[src/rtl/ring_osc_pkg.sv]
// Shared defaults and FSM encoding for the ring oscillator measurement scheduler.
package ring_osc_pkg;
  localparam int NUM_RING_DEF   = 7;
  localparam int SETTLE_CYC_DEF = 4;

  typedef enum logic [1:0] {
    ST_IDLE   = 2'd0,
    ST_SETTLE = 2'd1,
    ST_COUNT  = 2'd2,
    ST_REPORT = 2'd3
  } state_e;
endpackage

[src/rtl/ring_osc_sched_sync.sv]
// Two-flop synchronizer plus rising-edge detector for the selected ring.
module ring_sync (
  input  logic clk,
  input  logic rst,
  input  logic flush,
  input  logic ring,
  output logic rise
);
  // sh[0..1] synchronize, sh[2] is the previous synchronized sample
  logic [2:0] sh;

  always_ff @(posedge clk) begin
    if (rst || flush) sh <= '0;
    else              sh <= {sh[1:0], ring};
  end

  assign rise = sh[1] & ~sh[2];
endmodule

[src/rtl/ring_osc_sched.sv]
// Sweeps the masked ring oscillators one at a time: enable, settle, count edges
// over a gate window, then hand the result out on a valid/ready port.
module ring_osc_sched
  import ring_osc_pkg::*;
#(
  parameter int NUM_RING   = NUM_RING_DEF,
  parameter int CNT_W      = 16,
  parameter int WIN_W      = 16,
  parameter int SETTLE_CYC = SETTLE_CYC_DEF
) (
`ifdef USE_POWER_PINS
  inout  wire                 vccd1,
  inout  wire                 vssd1,
`endif
  input  logic                wb_clk_i,
  input  logic                wb_rst_i,
  input  logic [NUM_RING-1:0] ring_i,
  output logic [NUM_RING-1:0] ring_en_o,
  input  logic                start_i,
  input  logic                abort_i,
  input  logic                continuous_i,
  input  logic [NUM_RING-1:0] ring_mask_i,
  input  logic [WIN_W-1:0]    win_len_i,
  output logic                res_valid_o,
  input  logic                res_ready_i,
  output logic [2:0]          res_idx_o,
  output logic [CNT_W-1:0]    res_count_o,
  output logic                busy_o,
  output logic                done_o
);
  localparam int SW = $clog2(SETTLE_CYC);
  localparam logic [NUM_RING-1:0] ONE = NUM_RING'(1);

  state_e              state, nstate;
  logic [NUM_RING-1:0] mask_q;
  logic [WIN_W-1:0]    win_q, win_cnt;
  logic [SW-1:0]       settle_cnt;
  logic [2:0]          sel_idx, res_idx;
  logic [CNT_W-1:0]    cnt, cnt_nxt, res_cnt;
  logic                done_q;
  logic                meas, ring_sel, rise;
  logic [2:0]          in_lo, mq_lo, mq_hi;
  logic                in_any, hi_any;
  logic                hs, win_last, settle_last;

  // Descending scans: the last hit written is the lowest qualifying bit
  always_comb begin
    in_lo  = '0;
    mq_lo  = '0;
    mq_hi  = '0;
    hi_any = 1'b0;
    for (int i = NUM_RING - 1; i >= 0; i--) begin
      if (ring_mask_i[i]) in_lo = 3'(i);
      if (mask_q[i])      mq_lo = 3'(i);
      if (mask_q[i] && (3'(i) > sel_idx)) begin
        mq_hi  = 3'(i);
        hi_any = 1'b1;
      end
    end
  end

  assign in_any      = |ring_mask_i;
  assign meas        = (state == ST_SETTLE) || (state == ST_COUNT);
  assign ring_sel    = meas ? ring_i[sel_idx] : 1'b0;
  assign hs          = (state == ST_REPORT) && res_ready_i;
  assign settle_last = (settle_cnt == SW'(SETTLE_CYC - 1));
  // A zero window length still gates for one cycle
  assign win_last    = (win_q == '0) || (win_cnt == win_q - WIN_W'(1));
  assign cnt_nxt     = (&cnt) ? cnt : cnt + CNT_W'(rise);

  // Synchronizer is held clear outside SETTLE/COUNT so each ring starts clean
  ring_sync u_sync (
    .clk   (wb_clk_i),
    .rst   (wb_rst_i),
    .flush (!meas),
    .ring  (ring_sel),
    .rise  (rise)
  );

  always_ff @(posedge wb_clk_i) begin
    if (wb_rst_i) state <= ST_IDLE;
    else          state <= nstate;
  end

  always_comb begin
    nstate = state;
    case (state)
      ST_IDLE:   if (start_i && in_any) nstate = ST_SETTLE;
      ST_SETTLE: if (settle_last) nstate = ST_COUNT;
      ST_COUNT:  if (win_last) nstate = ST_REPORT;
      ST_REPORT: if (hs) nstate = (hi_any || continuous_i) ? ST_SETTLE : ST_IDLE;
      default:   nstate = ST_IDLE;
    endcase
    if (abort_i) nstate = ST_IDLE;
  end

  always_ff @(posedge wb_clk_i) begin
    if (wb_rst_i) begin
      mask_q     <= '0;
      win_q      <= '0;
      win_cnt    <= '0;
      settle_cnt <= '0;
      sel_idx    <= '0;
      cnt        <= '0;
      res_idx    <= '0;
      res_cnt    <= '0;
      done_q     <= 1'b0;
    end else begin
      done_q     <= (state == ST_IDLE) && start_i && !in_any && !abort_i;
      settle_cnt <= '0;
      case (state)
        ST_IDLE: if (start_i && in_any) begin
          mask_q  <= ring_mask_i;
          win_q   <= win_len_i;
          sel_idx <= in_lo;
        end
        ST_SETTLE: begin
          settle_cnt <= settle_cnt + SW'(1);
          cnt        <= '0;
          win_cnt    <= '0;
        end
        ST_COUNT: begin
          win_cnt <= win_cnt + WIN_W'(1);
          cnt     <= cnt_nxt;
          if (win_last) begin
            res_cnt <= cnt_nxt;
            res_idx <= sel_idx;
          end
        end
        ST_REPORT: if (hs) sel_idx <= hi_any ? mq_hi : mq_lo;
        default: ;
      endcase
    end
  end

  assign ring_en_o   = meas ? (ONE << sel_idx) : '0;
  assign res_valid_o = (state == ST_REPORT);
  assign res_idx_o   = res_idx;
  assign res_count_o = res_cnt;
  assign busy_o      = (state != ST_IDLE);
  assign done_o      = done_q | (hs && !hi_any && !abort_i && !wb_rst_i);
endmodule

[config.mk]
export PLATFORM = sky130hd
export DESIGN_NAME = ring_osc_sched
export DESIGN_NICKNAME = d
export VERILOG_FILES = /design/src/rtl/ring_osc_pkg.sv /design/src/rtl/ring_osc_sched_sync.sv /design/src/rtl/ring_osc_sched.sv
export SDC_FILE = /design/constraint.sdc
export NUM_CORES = 1
export LEC_CHECK = 0
export BUFFER_PORTS_ARGS = -buffer_cell sky130_fd_sc_hd__buf_2
export CORE_ASPECT_RATIO = 1.1
export CORE_MARGIN = 2
export CORE_UTILIZATION = 25
export CTS_CLUSTER_DIAMETER = 30
export DETAILED_ROUTE_END_ITERATION = 12
export SLEW_MARGIN = 20
export SYNTH_ARGS = -nofsm -noshare
export SYNTH_HDL_FRONTEND = slang
export SYNTH_SLANG_ARGS = --single-unit
[constraint.sdc]
create_clock -name wb_clk_i -period 2.5 [get_ports wb_clk_i]
set_input_delay 0.25 -clock wb_clk_i [delete_from_list [all_inputs] [get_ports wb_clk_i]]
set_output_delay 0.25 -clock wb_clk_i [all_outputs]
set_load 0.02 [all_outputs]
# Yosys cells after proc, flatten, opt, wreduce, memory -nomap -nowiden
# Cells that the tools add are included.
word_totals:
  reg_bits: 85
  latch_bits: 0
  ramBits: 0
  mem_bits_ro: 0
  inputBits: 36
  out_inout_bits: 29
  elab_cells: 121
  mem_count: 0
op_classes:
  add_sub_neg: 4
  mul: 0
  div: 0
  magnitude_cmp: 8
  n_eq_ne: 9
  shifts: 1
  n_mux: 44
  bitwise: 5
  reduce_logical: 38
ops:
  columns: ["op", "count"]
  rows:
  - ["$mux W3", 24]
  - ["$pmux W16 S2", 2]
  - ["$add A16 B1 Y16", 1]
  - ["$add A16 B1 Y16 const B", 1]
  - ["$eq A16 B16 Y1", 1]
  - ["$logic_not A16 Y1", 1]
  - ["$mux W16", 1]
  - ["$reduce_and A16 Y1", 1]
  - ["$sub A16 B1 Y16 const B", 1]
  - ["$logic_and A1 B1 Y1", 15]
  - ["$gt A3 B3 Y1 const A", 3]
  - ["$mux W1", 9]
  - ["$mux W2", 4]
  - ["$pmux W2 S4", 1]
  - ["$mux W7", 1]
  - ["$reduce_or A7 Y1", 1]
  - ["$shl A1 B3 Y7 const A", 1]
  - ["$eq A2 B2 Y1 const B", 3]
  - ["$gt A1 B3 Y1 const A", 2]
  - ["$gt A2 B3 Y1 const A", 2]
  - ["$ne A2 B2 Y1 const B", 3]
  - ["$pmux W3 S2", 1]
  - ["$reduce_bool A2 Y1", 3]
  - ["$reduce_or A2 Y1", 3]
  - ["14 further kinds", 24]

# Logic depth before layout (Yosys ltp)
depth:
  depth_word: 14
  mapped_depth: 12
  depth_no_buf: 10

# Modules after synthesis
# A second synthesis with hierarchy kept.
hier_totals:
  cells_unflattened: 605
  hier_area_um2: 4662.0
modules_own_cells:
  columns: ["mod", "instances", "cells_each", "area_per_inst_um2", "seq_area_each_um2"]
  rows:
  - ["ring_osc_sched", 1, 598, 4573.1, 1641.6]
  - ["ring_sync", 1, 7, 88.8, 60.1]

# Worst setup path after synthesis
# Ideal clock, no wire load.
synth_timing:
  path_type: "flip-flop to flip-flop"
  from: "reg win_q[0]"
  to: "reg res_cnt[11], in the netlist res_count_o[11]"
  arrival_time_ns: 2.679
  setup_slack_ns: -0.300
  path_stages_with_launch: 13
  period_less_slack_ns: 2.800
  path_cell_list: "dfxtp_1 > buf_6 > inv_1 > ha_1 > nor3b_2 > nand4_2 > xnor2_1 > or3_2 > a311oi_2 > and3_4 > a21oi_4 > buf_8 > mux2_4"
synth_between:
  elab_chain_cells: 4
  word_cells_on_any_way: 5
  classes_between: "1 x add/sub; 1 x eq/ne; 3 x reduce/logical"
synth_rtl:
  columns: ["item", "line_no", "rtl"]
  rows:
  - ["start, declared", "ring_osc_sched.sv:36", "logic [WIN_W-1:0] win_q, win_cnt;"]
  - ["start signal, assigned", "ring_osc_sched.sv:114", "win_q <= win_len_i;"]
  - ["$sub A16 B1 Y16", "ring_osc_sched.sv:68", "assign win_last = (win_q == '0) || (win_cnt == win_q - WIN_W'(1));"]
  - ["$eq A16 B16 Y1", "ring_osc_sched.sv:68", null]
  - ["$logic_or A1 B1 Y1 (*)", "ring_osc_sched.sv:68", null]
  - ["$reduce_and A2 Y1 (no source line) (*)", null, null]
  - ["end signal, assigned", "ring_osc_sched.sv:126", "res_cnt <= cnt_nxt;"]
  - ["end, declared", "ring_osc_sched.sv:39", "logic [CNT_W-1:0] cnt, cnt_nxt, res_cnt;"]
# Every way passes the cells marked *; elsewhere a longest branch is shown, timed or not.
# A chain may end at the register's enable or synchronous reset.

# Final worst setup path
layout_timing:
  from: "reg win_q[1]"
  to: "reg res_cnt[14], in the netlist res_count_o[14]"
# Same word-level chain as after synthesis.

==> run metrics <==
Die W 138 um; Tmin final ~2.5 ns; Routed Antenna Nets 0; # rows 53; hold slack roughly 0.14 ns; CP max FO 7; DRC violations left 0; endpoint class of the critical path register; main flop type after synthesis dfxtp_1; Post-synth EDFFs 0; unrepaired setup endpoints after global routing yes; Cells after Synth between 600 and 700; Yosys top cell by area dfxtp_1; WL met2 slightly above 6 mm; Starting Density 25.6%; largest net degree at the start of global routing between 40 and 50; I/O Pins 65; Register-to-Register Path Depth 10; CTS Root Buffer Type clkbuf_16; Nets between 700 and 800; routed len/inst approximately 13 um; Max Used Layer met4; final worst setup slack -0.0447 ns; status finished with violations; Syn Area/Cell about 7.8 um^2; Synth top cells by count nand2_1 (94), nor2_1 (91), dfxtp_1 (85); Avg Vias per Cell ~4.6; total CTS buffers 9; worst-case clock buffer depth 2; Hold Vio Cnt, Final 0; RePlAce Congestion 0.919; type of origin of the critical path register; Ant. Diodes 0; WP data required between 2 and 3 ns; Seq cells post-synth 85; synthesis-to-finish area growth 23.5%; DR iter-0 viols roughly 150; failing checks negative setup slack; hold_buf cts 0; initial antenna violation count 0; register area share after synthesis between 30% and 40%; IO buf count between 60 and 70; GRT overflow 0; Post-Syn Nets ~680; Slew headroom between 60% and 70%; Final Cycle Share 102%; worst min path class in2reg; Vias around 4.4k; Worst Path Arrival roughly 2.8 ns; CTS tree yes; HPWL after DPL a little over 9 mm; depth of the CTS H-tree 3; fmax 0.393 GHz; Post-Syn Area between 0.004 and 0.005 mm^2; latest clock arrival within the worst-skew pair approximately 0.34 ns; count of unique library cells instantiated by Yosys 66; vias in the first global route 4353; total clock sinks 85; register clock-pin slew on the reported worst setup and hold paths about 0.06 ns; Slew Viols, Final 0; first-pass GRT wire length a little over 20 mm; top-count cell post-synth nand2_1; Final Setup Violations 17; die height approximately 150 um; Synth top area share about a third; YS warnings 0; Crit Reg-Reg Startpoint win_q[1]; VDD IR max approximately 0.25 mV; reg-to-reg slack, setup -0.04 ns; Static Leak 2.46 nW; All-Layer GR Usage 12.2%; main area contributors after synthesis dfxtp_1 (35%), nand2_1 (7.2%), nor2_1 (6.9%); max_cap viols 0; core box area approximately 0.019 mm^2; TritonRoute pass-1 iters 4; layout cells sized above 1 between 20% and 30%; ys async rst share 0%; Slew @ Worst Pin about 0.6 ns; M1 WL approximately 5.8 mm; FF-to-FF End res_count_o[14]; Layout Skew approximately 0.0053 ns; Power Dens Cells approximately 570 mW/mm^2; fin util 31.6%; DIE AREA 0.0208 mm^2; hold path startpoint win_len_i[2]; met3 WL a little over 300 um; WS Path Type reg2reg; Min-Delay Path Depth 3; Hold Path End win_q[2]; WL final around 12 mm
area by class of cell:
cell class / instances / area [um^2]
clock buffers: 13 / 260
clock inverters: 3 / 67.6
fillers: 2030 / 13200
inverters: 16 / 62.6
multi-input cells: 494 / 3050
flip-flops and latches: 85 / 1710
well taps: 247 / 309
repair buffers: 102 / 626
flip-flops by register name (all words and copies together) (netlist names):
name,flops
done_q,1
cnt,16
mask_q,7
win_q,16
state,2
res_count_o,16
settle_cnt,2
sel_idx,3
u_sync.sh,3
res_idx_o,3
win_cnt,16
cell usage in the layout (no fill, tap or decap), drive strengths merged, types with 11 or more instances in the layout:
cell    instances
a21oi          63
buf           102
clkbuf         13
dfxtp          85
ha             11
inv            16
mux2           14
nand2          94
nand2b         17
nand3          11
nand4          12
nor2           91
nor2b          14
nor3           18
nor4           11
o21ai          21
xnor2          25
xor2           17
critical path, cell delays in order, from the launching register on:
cell	delay, ns
dfxtp_2	0.33
buf_6	0.11
nor4_4	0.36
buf_4	0.20
a21o_1	0.13
a21oi_1	0.06
a31o_2	0.23
a311oi_2	0.31
and3_4	0.28
a21oi_4	0.09
mux2_4	0.34
power by group:
part           switching (mW)  internal [mW]  total [mW]
sequential             0.0440           1.39        1.43
combinational           0.307          0.250       0.557
clock                   0.550          0.931        1.48
total                   0.901           2.57        3.47
routing by layer:
layer / global-route usage (%) / vias to the layer above
met3: 1.77 / 12
met5: 0 / -
met4: 4.64 / 0
li1: - / 2313
met2: 21.2 / 68
met1: 15.3 / 2022
how the worst max path moves through the flow:
| stage | startpoint | end | slack, ns |
|---|---|---|---|
| floorplan | win_q[0] | res_count_o[11] | -0.10 |
| global placement | win_q[1] | res_count_o[3] | -0.11 |
| detailed placement | win_q[1] | res_count_o[2] | -0.17 |
| CTS | win_q[1] | res_count_o[14] | -0.03 |
| global route | win_q[1] | res_idx_o[0] | -0.12 |
| finish | win_q[1] | res_count_o[14] | -0.04 |
metrics by stage:
stage               cell area [um^2]  std cells  setup TNS, ns  power [mW]  worst slack (ns)
floorplan                       4950        630         -0.418        1.82            -0.104
global placement                5670        941          -1.33        1.99            -0.107
detailed placement              5670        941          -2.32        2.00            -0.167
CTS                             6050        960        -0.0914        3.50           -0.0259
global route                    6080        960          -1.96        3.62            -0.124
finish                          6080        960         -0.318        3.47           -0.0447
cell families (layout without fill, tap and decap cells):
| kind of cell | Yosys count | count (layout) | share of synthesized area (%) |
|---|---|---|---|
| adder cells (fa/ha/maj) | 11 | 11 | 2.80 |
| flip-flops | 85 | 85 | 34.6 |
| buffers and inverters | 52 | 134 | 4.98 |
| AND/OR/NAND/NOR | 302 | 302 | 30.3 |
| XOR/XNOR | 43 | 43 | 7.93 |
| AO/OA/AOI/OAI | 114 | 115 | 14.0 |
| multiplexers | 23 | 23 | 5.41 |
what timing repair did:
item,CTS,global route
gates cloned,1,0
setup buffers,2,0
gates resized for setup,5,6
pin swaps,5,1
hold endpoints to repair,0,0
endpoints found under the setup margin,20,20
No activity file was read; power rests on OpenSTA's default activity.
